`config.mk`:
```
export PLATFORM = sky130hd
export DESIGN_NAME = ppi_bus_controller
export DESIGN_NICKNAME = d
export VERILOG_FILES = /design/src/rtl/ppi_pkg.sv /design/src/rtl/ppi_bus_controller.sv
export SDC_FILE = /design/constraint.sdc
export NUM_CORES = 1
export LEC_CHECK = 0
export CAP_MARGIN = 0
export CORE_MARGIN = 3
export CORE_UTILIZATION = 43
export DETAILED_ROUTE_END_ITERATION = 12
export PLACE_DENSITY = 0.82
export SKIP_LAST_GASP = 1
export SLEW_MARGIN = 20
export SYNTH_ARGS = -nofsm -noshare
export SYNTH_HDL_FRONTEND = slang
export SYNTH_SLANG_ARGS = --single-unit
```
`constraint.sdc`:
```
create_clock -name CLK -period 2.13 [get_ports CLK]
set_clock_uncertainty 0.1 [all_clocks]
set_input_delay 0.426 -clock CLK [delete_from_list [all_inputs] [get_ports CLK]]
set_output_delay 0.426 -clock CLK [all_outputs]
set_load 0.05 [all_outputs]
```
`src/rtl/ppi_pkg.sv`:
```
// Shared definitions for the 8255-style PPI bus controller: FSM state encoding,
// PPI register addresses and phase-counter helpers.
package ppi_pkg;

  typedef enum logic [2:0] {
    PRST   = 3'd0,
    INIT   = 3'd1,
    IDLE   = 3'd2,
    SETUP  = 3'd3,
    STROBE = 3'd4,
    HOLD   = 3'd5
  } ppi_state_e;

  localparam logic [1:0] PORT_A = 2'd0;
  localparam logic [1:0] PORT_B = 2'd1;
  localparam logic [1:0] PORT_C = 2'd2;
  localparam logic [1:0] CTRL   = 2'd3;

  // PPI_RESET stays high for this many cycles after RESET drops
  localparam int unsigned PRST_CYC = 2;

  // Phase counter counts down to zero, so a phase of N cycles loads N-1
  function automatic logic [2:0] phase_load(input int unsigned cyc);
    return 3'(cyc - 1);
  endfunction

endpackage

```
`src/rtl/ppi_bus_controller.sv`:
```
// Host-command to PPI bus-cycle sequencer. Writes INIT_CW to the control
// register after reset, then runs single read/write cycles with programmable
// setup / strobe / hold lengths. The DATA tri-state buffer lives in the parent.
module ppi_bus_controller #(
  parameter logic [7:0]  INIT_CW    = 8'h80,
  parameter int unsigned SETUP_CYC  = 1,
  parameter int unsigned STROBE_CYC = 2,
  parameter int unsigned HOLD_CYC   = 1
) (
  input  logic       CLK,
  input  logic       RESET,
  input  logic       cmd_valid,
  output logic       cmd_ready,
  input  logic       cmd_write,
  input  logic [1:0] cmd_addr,
  input  logic [7:0] cmd_wdata,
  output logic       rsp_valid,
  output logic [7:0] rsp_rdata,
  output logic       init_done,
  output logic       PPI_RESET,
  output logic [1:0] A,
  output logic       CS,
  output logic       READ,
  output logic       WRITE,
  output logic [7:0] DATA_OUT,
  output logic       DATA_OE,
  input  logic [7:0] DATA_IN
);
  import ppi_pkg::*;

  localparam logic [2:0] PrstLoad   = phase_load(PRST_CYC);
  localparam logic [2:0] SetupLoad  = phase_load(SETUP_CYC);
  localparam logic [2:0] StrobeLoad = phase_load(STROBE_CYC);
  localparam logic [2:0] HoldLoad   = phase_load(HOLD_CYC);

  ppi_state_e r_state, w_state_next;
  logic [2:0] r_phase, w_phase_next;
  logic       w_phase_done;
  logic       w_accept;
  logic       w_load_init;
  logic       w_busy;

  logic [1:0] r_addr;
  logic [7:0] r_wdata;
  logic       r_write;
  logic       r_is_init;
  logic       r_init_done;
  logic [7:0] r_rdata;
  logic       r_rsp_valid;

  assign w_phase_done = (r_phase == 3'd0);
  assign cmd_ready    = (r_state == IDLE) && r_init_done;
  assign w_accept     = cmd_valid && cmd_ready;

  // State and phase counter registers
  always_ff @(posedge CLK) begin
    if (RESET) begin
      r_state <= PRST;
      r_phase <= PrstLoad;
    end else begin
      r_state <= w_state_next;
      r_phase <= w_phase_next;
    end
  end

  // Next-state logic; the phase counter reloads on every state entry
  always_comb begin
    w_state_next = r_state;
    w_phase_next = w_phase_done ? 3'd0 : r_phase - 3'd1;
    w_load_init  = 1'b0;
    case (r_state)
      PRST: begin
        if (w_phase_done) begin
          w_state_next = INIT;
          w_phase_next = 3'd0;
        end
      end
      INIT: begin
        w_load_init  = 1'b1;
        w_state_next = SETUP;
        w_phase_next = SetupLoad;
      end
      IDLE: begin
        w_phase_next = 3'd0;
        if (w_accept) begin
          w_state_next = SETUP;
          w_phase_next = SetupLoad;
        end
      end
      SETUP: begin
        if (w_phase_done) begin
          w_state_next = STROBE;
          w_phase_next = StrobeLoad;
        end
      end
      STROBE: begin
        if (w_phase_done) begin
          w_state_next = HOLD;
          w_phase_next = HoldLoad;
        end
      end
      HOLD: begin
        if (w_phase_done) begin
          w_state_next = IDLE;
          w_phase_next = 3'd0;
        end
      end
      default: begin
        w_state_next = PRST;
        w_phase_next = PrstLoad;
      end
    endcase
  end

  // Command latch, read capture, response pulse and init completion flag
  always_ff @(posedge CLK) begin
    if (RESET) begin
      r_addr      <= 2'd0;
      r_wdata     <= 8'd0;
      r_write     <= 1'b0;
      r_is_init   <= 1'b0;
      r_init_done <= 1'b0;
      r_rdata     <= 8'd0;
      r_rsp_valid <= 1'b0;
    end else begin
      r_rsp_valid <= 1'b0;
      if (w_load_init) begin
        r_addr    <= CTRL;
        r_wdata   <= INIT_CW;
        r_write   <= 1'b1;
        r_is_init <= 1'b1;
      end else if (w_accept) begin
        r_addr    <= cmd_addr;
        r_wdata   <= cmd_wdata;
        r_write   <= cmd_write;
        r_is_init <= 1'b0;
      end
      // Sample DATA_IN at the close of the last strobe cycle
      if ((r_state == STROBE) && w_phase_done && !r_write) begin
        r_rdata     <= DATA_IN;
        r_rsp_valid <= 1'b1;
      end
      if ((r_state == HOLD) && w_phase_done && r_is_init) begin
        r_init_done <= 1'b1;
        r_is_init   <= 1'b0;
      end
    end
  end

  // PPI bus outputs decoded from the registered state
  always_comb begin
    w_busy    = (r_state == SETUP) || (r_state == STROBE) || (r_state == HOLD);
    PPI_RESET = (r_state == PRST);
    CS        = !w_busy;
    A         = w_busy ? r_addr : 2'd0;
    READ      = !((r_state == STROBE) && !r_write);
    WRITE     = !((r_state == STROBE) && r_write);
    DATA_OE   = w_busy && r_write;
    DATA_OUT  = (w_busy && r_write) ? r_wdata : 8'd0;
  end

  assign rsp_valid = r_rsp_valid;
  assign rsp_rdata = r_rdata;
  assign init_done = r_init_done;

endmodule

```
# Word-level counts from Yosys, hierarchy flattened
# Cells that the tools add are included.
# W data, S select, Z words.
[totals] word_cells=65 out_inout_bits=26 reg_bits=28
[op_classes] n_addsub=1 n_eq_ne=10 n_reduce_logical=23 muxes=21
[ops] op="$mux W8" count=3
[ops] op="$mux W3" count=7
[ops] op="$pmux W3 S6" count=1
[ops] op="$logic_and A1 B1 Y1" count=9
[ops] op="$pmux W3 S3" count=1
[ops] op="$ne A2 B2 Y1 const B" count=4
[ops] op="$eq A3 B2 Y1 const B" count=2
[ops] op="$eq A3 B3 Y1 const B" count=2
[ops] op="$logic_not A3 Y1" count=2
[ops] op="$mux W1" count=6
[ops] op="$mux W2" count=3
[ops] op="$reduce_or A2 Y1" count=3
[ops] op="$reduce_and A5 Y1" count=1
[ops] op="$logic_not A1 Y1" count=4
[ops] op="$eq A3 B1 Y1 const B" count=1
[ops] op="$reduce_or A3 Y1" count=1
[ops] op="$sub A3 B1 Y3 const B" count=1
[ops] op="$logic_or A1 B1 Y1" count=2
[ops] op="$ne A2 B1 Y1 const B" count=1
[ops] op="$reduce_bool A2 Y1" count=1

# Longest topological paths before layout
[logic_depth] word_depth=5 depth_mapped=5 mapped_depth_nobuf=3

# Worst setup path after synthesis
# No wires, ideal clock.
[synth_path] kind="register to output" startpoint="register r_state[1]" endpoint="output port DATA_OUT[0]" stages_incl_launch_ff=5 arrival_ns=2.179 slack_ns=-0.575 cell_sequence="dfxtp_1 > buf_2 > nand3b_1 > a21boi_1 > and2_1"
[synth_between] elab_chain_len=5
[synth_rtl] element="start, declared" line_no="ppi_bus_controller.sv:36" source="ppi_state_e r_state, w_state_next;"
[synth_rtl] element="start signal, assigned" line_no="ppi_bus_controller.sv:61" source="r_state <= w_state_next;"
[synth_rtl] element="$eq A3 B2 Y1 or $eq A3 B3 Y1 (tied branches)" line_no="ppi_bus_controller.sv:152" source="w_busy = (r_state == SETUP) || (r_state == STROBE) || (r_state == HOLD);"
[synth_rtl] element="$logic_or A1 B1 Y1" line_no="ppi_bus_controller.sv:152"
[synth_rtl] element="$logic_or A1 B1 Y1 (*)" line_no="ppi_bus_controller.sv:152"
[synth_rtl] element="$logic_and A1 B1 Y1 (*)"
[synth_rtl] element="named net DATA_OE" line_no="ppi_bus_controller.sv:26" source="output logic DATA_OE,"
[synth_rtl] element="$mux W8 (*)" line_no="ppi_bus_controller.sv:159" source="DATA_OUT = (w_busy && r_write) ? r_wdata : 8'd0;"
[synth_rtl] element="end, declared" line_no="ppi_bus_controller.sv:25" source="output logic [7:0] DATA_OUT,"
# The timed path passes the listed nets; every way through them passes the cells marked *.

# Final worst setup path
[layout_path] startpoint="register r_state[2]" endpoint="output port DATA_OUT[0]"
[layout_between] elab_chain_len=5
[layout_rtl] element="$eq A3 B2 Y1 or $eq A3 B3 Y1 (tied branches)" line_no="ppi_bus_controller.sv:152"
[layout_rtl] element="$logic_or A1 B1 Y1" line_no="ppi_bus_controller.sv:152"
[layout_rtl] element="$logic_or A1 B1 Y1 (*)" line_no="ppi_bus_controller.sv:152"
[layout_rtl] element="$logic_and A1 B1 Y1 (*)" line_no="ppi_bus_controller.sv:159"
[layout_rtl] element="$mux W8 (*)" line_no="ppi_bus_controller.sv:159"
# Every way passes the cells marked *; elsewhere a longest branch is shown, timed or not.

==> metrics.csv <==
stage,metric,value,unit
status,outcome,"finished, violations left",
status,violations,setup timing,
global_routing,grt.met2_usage,33.2,%
power,pwr-share-comb,27.3,%
global_routing,antenna_found_initial,0,
min_path,hp-start,rsp_rdata[4],
worst_setup_path,end_kind,output pin,
detailed_routing,drtIter0Drc,38,
synthesis,syn-cell-area,0.00131,mm²
finish,drive_gt1_share,22.9,%
power,power_density,553,mW/mm²
synthesis,syn_avg_cell_area,8.64,µm²
synthesis,synth_cell_types,35,
global_routing,grtUsageTotal,17.8,%
run,maxCapViolations,0,
detailed_routing,wl_per_cell,14.4,µm
sta,timing.fmax,468,MHz
worst_setup_path,cp_slowest_cell,dfxtp_2,
power,netSwitchingFraction,29.9,%
cts,cts_tree,yes,
finish,syn_to_final_growth,59.3,%
sta,tightestPinTransition,0.553,ns
finish,final_nets,224,
cts,ctsHoldBuffers,0,
global_routing,grt-ovfl-total,0,
floorplan,io_pins,48,
cts,clock_tree.root_cell,clkbuf_4,
worst_setup_path,crit_fanout,5,
power,power.leakage,0.768,nW
power,seqPwrFrac,50.7,%
detailed_routing,via_per_inst,5.48,
sta,fin_crit,2.14,ns
sta,setup_ws,-0.00748,ns
global_routing,gr-usage-met3,4.40,%
synthesis,ys_seq_area_share,43.0,%
power,internal-power,806,µW
global_routing,grt_max_degree,18,
worst_setup_path,crit_start,r_state[2],
cts,cts_buffers,3,
power,pwr-share-clk,22.0,%
worst_setup_path,path_cells,"nand3b_1, a21boi_4, and2_1, buf_12",
floorplan,rows,19,
place,dp_hpwl,2480,µm
cts,clock_path_buffers,2,
power,finalPower,1.15,mW
synthesis,synth-seq-cells,28,
finish,antenna_cells,0,
synthesis,yosys_warnings,0,
worst_setup_path,cpPeakStageDelay,0.37,ns
sta,period_share,100,%
place,gp_congestion,0.823,
sta,finalHoldViolCount,0,
place,dp_slack,0.289,ns
floorplan,die_h,61.1,µm
worst_setup_path,cp.required,1.60,ns
cts,htree_levels,1,
min_path,min-delay-path-class,reg2reg,
worst_setup_path,start_kind,register,
detailed_routing,wirelength,3350,µm
detailed_routing,num_vias,1272,
worst_setup_path,arrival,1.61,ns
finish,mostFrequentLayoutCell,clkdlybuf4s50_1,
global_routing,grt_pass1_wl,5110,µm
sta,slew_violations,0,
cts,clk_latency,0.33,ns
floorplan,start_util,46.1,%
detailed_routing,firstDrtPassIters,5,
place,portBuffers,47,
sta,rsz0062_at_grt,true,
global_routing,grt_pass1_vias,1166,
power,p_switching,344,µW
synthesis,syn_inst,151,
sta,relSlewSlack,63.0,%
detailed_routing,drc,0,
cts,cts_sinks,28,
global_routing,met1_usage,20.6,%
worst_setup_path,crit_type,reg2out,
global_routing,grt.busiest_layer,met2,
finish,layout_common_cells,"clkdlybuf4s50_1, dfxtp_1, nand2_1, o21ai_0, buf_12",
floorplan,die_x,61.1,µm
cts,clkTransAtPathRegs,0.16,ns
power,max-vdd-ir-drop,0.308,mV
floorplan,dieArea,0.00373,mm²
worst_setup_path,r2r_start,r_state[2],
floorplan,core,0.00283,mm²
detailed_routing,ant_nets,0,
synthesis,syn_nets,173,
sta,setup-violations-final,2,
repair_timing:
item | in CTS | in global routing
gates resized for setup | 2 | 12
buffers inserted | 0 | 3
gates cloned | 0 | 1
setup endpoints to repair | 9 | 10
pin swaps | 0 | 4
critical path, delay by kind of cell (launching register included):
kind | cells | cell delay [ns]
DFF | 1 | 0.37
buffers and inverters | 1 | 0.14
and+or+nand+nor | 2 | 0.51
AOI/OAI and AO/OA | 1 | 0.27
logic make-up after synthesis:
family | after synthesis | synth area share [%]
buf+inv | 12 | 4.31
compound gates | 42 | 18.7
simple gates | 61 | 27.9
flops | 28 | 43.0
mux | 8 | 6.14
layer usage:
| layer | routed length, µm | vias to the layer above |
|---|---|---|
| li1 | - | 636 |
| met1 | 1410 | 583 |
| met2 | 1680 | 49 |
| met3 | 225 | 4 |
| met4 | 31 | 0 |
| met5 | 0 | - |
flip-flops by register name (all words and copies together) (netlist names):
name,flops
r_wdata,8
rsp_rdata,8
r_phase,3
r_state,3
r_addr,2
init_done,1
r_is_init,1
r_write,1
rsp_valid,1
Yosys cell counts:
cell type	count	area share (%)
nor4_1	2	0.96
nor4b_2	1	1.2
nand2b_1	3	1.4
nand3b_1	3	1.7
a21oi_1	13	5.0
clkbuf_1	6	1.7
a21boi_1	1	0.58
and3b_1	1	0.67
nor2b_1	2	0.96
nand3_1	8	3.1
o211ai_1	1	0.58
a2111oi_2	1	1.2
o21a_1	2	1.2
a31oi_1	6	2.9
nor3_1	2	0.77
nor2_8	1	1.5
nor3b_1	3	1.7
o21ai_0	15	5.8
and3_1	1	0.48
and2b_1	1	0.58
and2_1	11	5.3
o21ai_1	1	0.38
or3_1	1	0.48
nand2_1	17	4.9
dfxtp_1	28	43
or2b_1	1	0.58
or4b_4	1	1.1
buf_6	1	0.86
mux2i_1	8	6.1
a32oi_1	1	0.67
nor2_1	2	0.58
clkinv_1	1	0.29
inv_1	1	0.29
buf_2	3	1.2
a21boi_0	1	0.58
worst paths after layout:
| kind | cells past startpoint | end | slack, ns |
|---|---|---|---|
| worst min-delay path | 2 | rsp_rdata[4] | 0.37 |
| worst min register to register | 2 | rsp_rdata[4] | 0.37 |
| worst max register to register | 5 | r_wdata[0] | 0.44 |
| worst max-delay path | 4 | DATA_OUT[0] | -0.007 |
power by group through the flow:
stage	Combinational, mW	Clock (mW)	Sequential (mW)
2_1_floorplan	0.186	0	0.583
3_3_place_gp	0.293	0	0.587
3_5_place_dp	0.299	0	0.590
4_1_cts	0.303	0.258	0.579
5_1_grt	0.337	0.274	0.589
6_report	0.314	0.253	0.583
stage by stage:
step	instances	cell area [µm²]	util (%)	hold WS, ns	TNS (ns)
floorplan	151	1330	-	0.345	-0.0459
global placement	224	1980	69.8	0.343	0
detailed placement	224	1980	69.8	0.355	0
CTS	228	2020	71.3	0.374	0
global route	232	2080	73.5	0.400	-0.309
finish	232	2080	73.5	0.369	-0.00770
final cells by class:
cell class / count / area [µm²]
well taps: 31 / 38.8
inverters: 2 / 7.51
repair buffers: 55 / 681
fillers: 221 / 751
flip-flops and latches: 28 / 567
multi-input cells: 112 / 748
clock buffers: 4 / 36.3
Power figures use the tool's default switching activity.
==> RTL edit: new RTL, config.mk and constraints unchanged <==
`HOLD_CYC`: 1 -> 0.
--- a/src/rtl/ppi_bus_controller.sv
+++ b/src/rtl/ppi_bus_controller.sv
@@ -5,7 +5,7 @@
   parameter logic [7:0]  INIT_CW    = 8'h80,
   parameter int unsigned SETUP_CYC  = 1,
   parameter int unsigned STROBE_CYC = 2,
-  parameter int unsigned HOLD_CYC   = 1
+  parameter int unsigned HOLD_CYC   = 0
 ) (
   input  logic       CLK,
   input  logic       RESET,
Check against the original RTL: not equivalent (a bounded check fails within 10 cycles, from zero or initial values and one cycle with RESET high).
==> RTL edit against the unedited design <==
Count of clock-buffer cells in the layout fell by 1. Cell area fell by 6.0%. Fmax rose by 2.8%. Synthesized cell count rose by 7.3%. Power rose by 2.1%. Worst setup slack improved by 0.058 ns. Wire length rose by 1.9%. Sequential cell count did not move. Area after synthesis rose by 3.9%. Largest power group unchanged. Critical path type unchanged.
==> RTL edit: results (changes against the unedited design) <==
.. list-table::
   :header-rows: 1

   * - Metric
     - Value
   * - Outcome
     - finished, final reports clean
   * - Final-layout clock-cell area share
     - 2.69% (+0.94 points)
   * - Net switching power of the design
     - 314 µW (-8.7%)
   * - Number of nets in the synthesized netlist
     - 184 (+6.4%)
   * - Met3 track utilization from global routing
     - 4.32% (-0.078 points)
   * - Power density normalized to cell area
     - 601 mW/mm² (+8.6%)
   * - Number of inverters outside the clock class in the layout
     - 5 (+3)
   * - Average detailed-routed wire length per instance
     - 13.5 µm (-6.1%)
   * - Met1 track utilization from global routing
     - 22.7% (+2.1 points)
   * - Length in cells of the worst reg-to-reg path
     - 3 (-2)
   * - DRC marker count from the first detailed-route iteration
     - 60 (+58%)
   * - Leakage Power
     - 0.740 nW (-3.6%)
   * - Share of synthesized area occupied by flip-flops and latches
     - 41.3% (-1.6 points)
   * - Area of the multi-input gates
     - 732 µm² (-2.2%)
   * - Buffers, non-clock
     - 57 (+3.6%)
   * - Data arrival, critical path
     - 1.55 ns (-0.06 ns)
   * - Average instance area after synthesis
     - 8.37 µm² (-3.1%)
   * - Placed Instance Area
     - 0.00185 mm² (-6.5%)
   * - Top cells by instance count after synthesis
     - sky130_fd_sc_hd__dfxtp_1 (28), sky130_fd_sc_hd__nand2_1 (18), sky130_fd_sc_hd__o21ai_0 (18)
   * - Share of cell area taken by flip-flops and latches
     - 28.9% (+1.7 points)
   * - Gr usage total
     - 18.0% (+0.25 points)
   * - Routability congestion estimate from global placement
     - 0.855 (+3.9%)
   * - Worst Hold Margin
     - 0.371 ns (+0.00152 ns)
   * - Share of the core filled with cells in the final layout
     - 67.9% (-5.5 points)
   * - Share of final-layout standard cells stronger than drive strength 1
     - 19.0% (-3.8 points)
   * - Via count of the first global-routing pass
     - 1,290 (+11%)
   * - Worst Path Max Fanout
     - 9 (+4)
   * - Sum of routed wire length over all layers
     - 3410 µm (+1.9%)
   * - DR pass1 iterations
     - 4 (-1)
RTL edit: cell count changes in the layout (fill, tap and decap cells not counted), moves of 2 or more:
| cell | change |
|---|---|
| sky130_fd_sc_hd__buf_4 | +15 |
| sky130_fd_sc_hd__buf_12 | -13 |
| sky130_fd_sc_hd__and2_1 | +7 |
| sky130_fd_sc_hd__and2_4 | -6 |
| sky130_fd_sc_hd__nand3b_1 | -3 |
| sky130_fd_sc_hd__nor2_1 | +3 |
| sky130_fd_sc_hd__o21ai_0 | +3 |
| sky130_fd_sc_hd__a21boi_4 | -2 |
| sky130_fd_sc_hd__inv_1 | +2 |
| sky130_fd_sc_hd__nor3b_1 | -2 |
| sky130_fd_sc_hd__nor4_1 | -2 |
| sky130_fd_sc_hd__nor4b_1 | +2 |
RTL edit: path summary, 6_finish.rpt:
check / startpoint / end
setup / recovery: r_state[2]$_SDFFE_PP0P_ / DATA_OUT[6]
hold / removal: rsp_rdata[2]$_SDFFE_PP0P_ / rsp_rdata[2]$_SDFFE_PP0P_
setup reg to reg: r_phase[0]$_SDFF_PP1_ / rsp_rdata[6]$_SDFFE_PP0P_
hold reg to reg: rsp_rdata[2]$_SDFFE_PP0P_ / rsp_rdata[2]$_SDFFE_PP0P_
RTL edit: power groups by stage:
stage          combinational (mW)  clock, mW  sequential (mW)
5_1_grt                     0.280      0.375            0.572
6_report                    0.257      0.349            0.568
4_1_cts                     0.251      0.353            0.566
2_1_floorplan               0.148          0            0.577
3_5_place_dp                0.244          0            0.580
3_3_place_gp                0.239          0            0.579
RTL edit: cells by family (layout without fill, tap and decap cells):
group / count (synthesis) / in the layout / synth area share [%]
flops: 28 / 28 / 41.3
compound gates: 47 / 47 / 19.8
buf+inv: 18 / 66 / 6.27
mux: 8 / 8 / 5.90
simple gates: 61 / 61 / 26.7
